==> config.mk <==
export PLATFORM = sky130hd
export DESIGN_NAME = serial_mag_comparator
export DESIGN_NICKNAME = d
export VERILOG_FILES = /design/src/rtl/cmp_pkg.sv /design/src/rtl/bit_cmp_cell.sv /design/src/rtl/serial_mag_comparator.sv
export SDC_FILE = /design/constraint.sdc
export NUM_CORES = 1
export LEC_CHECK = 0
export CAP_MARGIN = 40
export CORE_MARGIN = 3
export CORE_UTILIZATION = 45
export CTS_CLUSTER_SIZE = 8
export DETAILED_ROUTE_END_ITERATION = 7
export GPL_TIMING_DRIVEN = 0
export PLACE_DENSITY = 0.84
export SKIP_LAST_GASP = 1
export SYNTH_ARGS = -nofsm -noshare
export SYNTH_HDL_FRONTEND = slang
export SYNTH_HIERARCHICAL = 1
export SYNTH_SLANG_ARGS = --single-unit
==> constraint.sdc <==
create_clock -name clk -period 2 [get_ports clk]
set_input_delay 0.6 -clock clk [delete_from_list [all_inputs] [get_ports clk]]
set_output_delay 0.6 -clock clk [all_outputs]
set_load 0.005 [all_outputs]
==> src/rtl/cmp_pkg.sv <==
// Shared types and limits for the serial magnitude comparator.
package cmp_pkg;

    localparam int unsigned CMP_MAX_WIDTH = 32;

    typedef enum logic [0:0] {
        IDLE = 1'b0,
        SCAN = 1'b1
    } cmp_state_t;

endpackage : cmp_pkg

==> src/rtl/bit_cmp_cell.sv <==
// Single-bit magnitude compare cell.
//   x, y : bits to compare
//   E    : x == y
//   G    : x >  y
//   L    : x <  y
module bit_cmp_cell (
    input  logic x,
    input  logic y,
    output logic E,
    output logic G,
    output logic L
);

    assign E = ~(x ^ y);
    assign G = x & ~y;
    assign L = ~x & y;

endmodule : bit_cmp_cell

==> src/rtl/serial_mag_comparator.sv <==
// Sequential unsigned N-bit magnitude comparator, MSB-first, one bit per clock,
// terminating at the first differing bit.
//   clk, rst_n : clock, async active-low reset
//   start      : compare request, accepted only while idle
//   a, b       : operands, captured on the accepting edge
//   busy       : scan in progress
//   done       : one-cycle result-valid pulse
//   eq, gt, lt : one-hot result, held until the next accepted start
module serial_mag_comparator
    import cmp_pkg::*;
#(
    parameter int unsigned WIDTH = 8,
    parameter int unsigned IDX_W = $clog2(WIDTH)
) (
    input  logic             clk,
    input  logic             rst_n,
    input  logic             start,
    input  logic [WIDTH-1:0] a,
    input  logic [WIDTH-1:0] b,
    output logic             busy,
    output logic             done,
    output logic             eq,
    output logic             gt,
    output logic             lt
);

    // Elaboration-time range check on the operand width.
    if (WIDTH < 2 || WIDTH > CMP_MAX_WIDTH) begin : g_width_check
        $error("serial_mag_comparator: WIDTH out of range 2..%0d", CMP_MAX_WIDTH);
    end

    cmp_state_t       state_q, state_d;
    logic [IDX_W-1:0] idx_q, idx_d;
    logic [WIDTH-1:0] ra_q, ra_d;
    logic [WIDTH-1:0] rb_q, rb_d;
    logic             busy_q, busy_d;
    logic             done_q, done_d;
    logic             eq_q, eq_d;
    logic             gt_q, gt_d;
    logic             lt_q, lt_d;

    logic cell_e, cell_g, cell_l;

    // Compare cell sees the bit currently under the scan index.
    bit_cmp_cell u_cell (
        .x (ra_q[idx_q]),
        .y (rb_q[idx_q]),
        .E (cell_e),
        .G (cell_g),
        .L (cell_l)
    );

    // Next-state and output logic.
    always_comb begin
        state_d = state_q;
        idx_d   = idx_q;
        ra_d    = ra_q;
        rb_d    = rb_q;
        busy_d  = busy_q;
        done_d  = 1'b0;
        eq_d    = eq_q;
        gt_d    = gt_q;
        lt_d    = lt_q;

        case (state_q)
            IDLE: begin
                if (start) begin
                    ra_d    = a;
                    rb_d    = b;
                    idx_d   = IDX_W'(WIDTH - 1);
                    eq_d    = 1'b0;
                    gt_d    = 1'b0;
                    lt_d    = 1'b0;
                    busy_d  = 1'b1;
                    state_d = SCAN;
                end
            end
            SCAN: begin
                if (cell_g) begin
                    gt_d    = 1'b1;
                    done_d  = 1'b1;
                    busy_d  = 1'b0;
                    state_d = IDLE;
                end else if (cell_l) begin
                    lt_d    = 1'b1;
                    done_d  = 1'b1;
                    busy_d  = 1'b0;
                    state_d = IDLE;
                end else if (cell_e && (idx_q == '0)) begin
                    eq_d    = 1'b1;
                    done_d  = 1'b1;
                    busy_d  = 1'b0;
                    state_d = IDLE;
                end else begin
                    idx_d = idx_q - IDX_W'(1);
                end
            end
            default: begin
                state_d = IDLE;
                busy_d  = 1'b0;
            end
        endcase
    end

    // State and datapath registers.
    always_ff @(posedge clk or negedge rst_n) begin
        if (!rst_n) begin
            state_q <= IDLE;
            idx_q   <= '0;
            ra_q    <= '0;
            rb_q    <= '0;
            busy_q  <= 1'b0;
            done_q  <= 1'b0;
            eq_q    <= 1'b0;
            gt_q    <= 1'b0;
            lt_q    <= 1'b0;
        end else begin
            state_q <= state_d;
            idx_q   <= idx_d;
            ra_q    <= ra_d;
            rb_q    <= rb_d;
            busy_q  <= busy_d;
            done_q  <= done_d;
            eq_q    <= eq_d;
            gt_q    <= gt_d;
            lt_q    <= lt_d;
        end
    end

    assign busy = busy_q;
    assign done = done_q;
    assign eq   = eq_q;
    assign gt   = gt_q;
    assign lt   = lt_q;

endmodule : serial_mag_comparator
==> flow_summary.json <==
{
  "status": "complete, but fails checks",
  "failed_checks": "setup timing",
  "avgRoutedWirePerCell_um": 14.1,
  "fin_ws_ns": -0.0219,
  "layout-drive-gt1-share_pct": 37.3,
  "finalWeightedCongestion": 0.729,
  "p_clk_share_pct": 8.5,
  "yosysUniqueCellTypes": 23,
  "fp.dieH_um": 58.5,
  "antenna_found_initial": 0,
  "swShare_pct": 36.2,
  "arrival_ns": 2.24,
  "wl_mm": 2.19,
  "synth_edf_count": 0,
  "netlist_area_sq_mm": 0.00124,
  "powerDensity_mw_per_mm2": 1660,
  "cts_tree": "done",
  "cts-htree-levels": 1,
  "r2r_slack_ns": -0.02,
  "cp-start-kind": "register",
  "crit_path_end_kind": "register",
  "min_path_type": "reg2reg",
  "coreArea_sq_mm": 0.00254,
  "cts_buffer_depth": 2,
  "yosysSeqAreaShare_pct": 50.5,
  "rsz0062_at_grt": "true",
  "busiest_layer": "met2",
  "ys.flop_type": "dfrtp_1",
  "yosys.area.top_type_share_pct": 50.5,
  "start_util_pct": 48.7,
  "worstMarginPinSlew_ns": 0.601,
  "relSlewSlack_pct": 59.8,
  "insertion_delay_ns": 0.32,
  "area_delta_synth_final_pct": 32.3,
  "cts_sinks": 25,
  "use_met1_pct": 17.8,
  "p_int_mw": 1.74,
  "combPwrFrac_pct": 59.1,
  "detail-route-antenna-nets": 0,
  "synth.avg_cell_area_sq_um": 13.3,
  "grt_max_degree": 16,
  "fin_tns_setup_ns": -0.0219,
  "detail_route.vias_per_cell": 5.17,
  "fin_skew_ns": 0.00355,
  "peakVddDrop_v": 0.00113,
  "critPathKind": "reg2reg",
  "die-area_sq_mm": 0.00342,
  "mostFrequentLayoutCells": "25 x dfrtp_1, 23 x clkdlybuf4s50_1, 8 x mux2_4, 8 x mux2_2, 7 x nor2_1",
  "hold_depth": 1,
  "syn_nets": 116,
  "insertedDiodeCount": 0,
  "reg2reg_to": "state_q",
  "hold_buffers": 0,
  "setup_viol_count_final": 1,
  "rr_worst_depth": 8,
  "ios": 24,
  "startpoint": "idx_q[1]",
  "period_share_pct": 101,
  "grt_usage_pct": 14.1,
  "path_max_fanout": 5,
  "final.min_clock_period_ns": 2.02,
  "fp.dieW_um": 58.5,
  "yosysWarnings": 6,
  "required_ns": 2.22,
  "synth_top_cell_by_area": "dfrtp_1",
  "nets": 150,
  "core.rowCount": 18,
  "cts_buffers": 3,
  "fmax_ghz": 0.495,
  "drc": 0,
  "power_mw": 2.72,
  "holdWs_ns": 0.527,
  "synthTopCellsByArea": "dfrtp_1 50%, mux2_4 9.7%, mux4_1 8.5%, mux2_2 7.3%, ha_1 4.0%",
  "ys_ff_latch": 25,
  "p_leak_nw": 0.732,
  "async_flop_share_pct": 100,
  "layout_commonest_cell": "dfrtp_1",
  "num_vias": 807,
  "slew_viol_final": 0,
  "clkTransAtPathRegs_ns": 0.14,
  "synthCells": 93,
  "met2_usage_pct": 24.4,
  "seqPwrFrac_pct": 32.4,
  "switching_power_mw": 0.985,
  "overflow": 0,
  "cts_root_buf": "clkbuf_4",
  "hold_violations": 0,
  "grtUsageMet3_pct": 4.17,
  "drt_first_pass_iters": 4,
  "drt_iter0_drc": 11,
  "grt_first_pass_wirelength_mm": 3.65,
  "worstReg2RegStart": "idx_q[1]",
  "dp.final_hpwl_mm": 1.60,
  "grt_pass1_vias": 827,
  "crit_path_end": "state_q",
  "placement.io_buffers": 23,
  "drv_cap": 0
}
cell families after synthesis:
group,after synthesis,synth area share [%]
flip-flops,25,50.5
AO/OA/AOI/OAI,10,4.74
multiplexers,21,26.2
adder cells (fa/ha/maj),4,4.04
AND/OR/NAND/NOR,22,9.28
buffers and inverters,11,5.25
Yosys cell counts, types with 3 or more instances:
cell and count:
buf_6 3, mux2_2 8, nand2_1 8, mux2_4 8
mux4_1 4, o21ai_0 4, dfrtp_1 25, ha_1 4
nor2_1 8, inv_1 6, a21oi_1 3
final cells by class:
type                            instances  area (sq um)
Buffer                                  5          42.5
Clock inverter                          1          7.51
Multi-Input combinational cell         57           597
Clock buffer                            3          22.5
Sequential cell                        25           626
Tap cell                               30          37.5
Fill cell                             210           905
Timing Repair Buffer                   29           283
Inverter                                6          25.0
how the worst min path moves through the flow:
stage            start      end  slack, ns
6_report       rb_q[7]  rb_q[7]       0.53
2_1_floorplan    rst_n     busy       0.30
3_3_place_gp   ra_q[0]  ra_q[0]       0.48
5_1_grt        rb_q[7]  rb_q[7]       0.55
3_5_place_dp   ra_q[5]  ra_q[5]       0.49
4_1_cts        ra_q[7]  ra_q[7]       0.53
metal layers:
metal	up-vias	wire length, um
li1	385	-
met1	396	986
met2	26	1080
met3	0	127
met4	0	0
met5	-	0
worst max-delay path, cell delays in order, from the launching register on:
cell      delay [ns]
dfrtp_1         0.37
buf_6           0.13
mux4_2          0.50
nand2_2         0.10
nand2_4         0.07
ha_4            0.27
nand3b_4        0.09
and3_4          0.20
or2_1           0.20
power by group through the flow:
stage	Sequential (mW)	Clock [mW]	Combinational (mW)
2_1_floorplan	0.841	0	1.03
3_3_place_gp	0.865	0	1.24
3_5_place_dp	0.883	0	1.29
4_1_cts	0.885	0.240	1.45
5_1_grt	0.917	0.256	1.73
6_report	0.883	0.231	1.61
metrics by stage:
step | setup WS [ns] | utilization (%) | instance area, sq um | std cells
after floorplan | 0.0177 | - | 1260 | 93
after global placement | -0.104 | 60.0 | 1530 | 146
after detailed placement | -0.120 | 60.6 | 1540 | 147
after CTS | -0.0312 | 63.0 | 1600 | 153
after global routing | -0.113 | 64.5 | 1640 | 156
final | -0.0219 | 64.5 | 1640 | 156
sequential cells by signal, indices dropped and copies added, names as in the netlist:
name / flops
ra_q: 8
eq: 1
busy: 1
idx_q: 3
done: 1
lt: 1
state_q: 1
rb_q: 8
gt: 1
repair_timing:
| action | 4_1_cts | 5_1_grt |
|---|---|---|
| setup buffers | 2 | 3 |
| gates resized for setup | 14 | 6 |
| setup endpoints to repair | 4 | 6 |
| pin swaps | 7 | 5 |
Power figures use the tool's default switching activity.
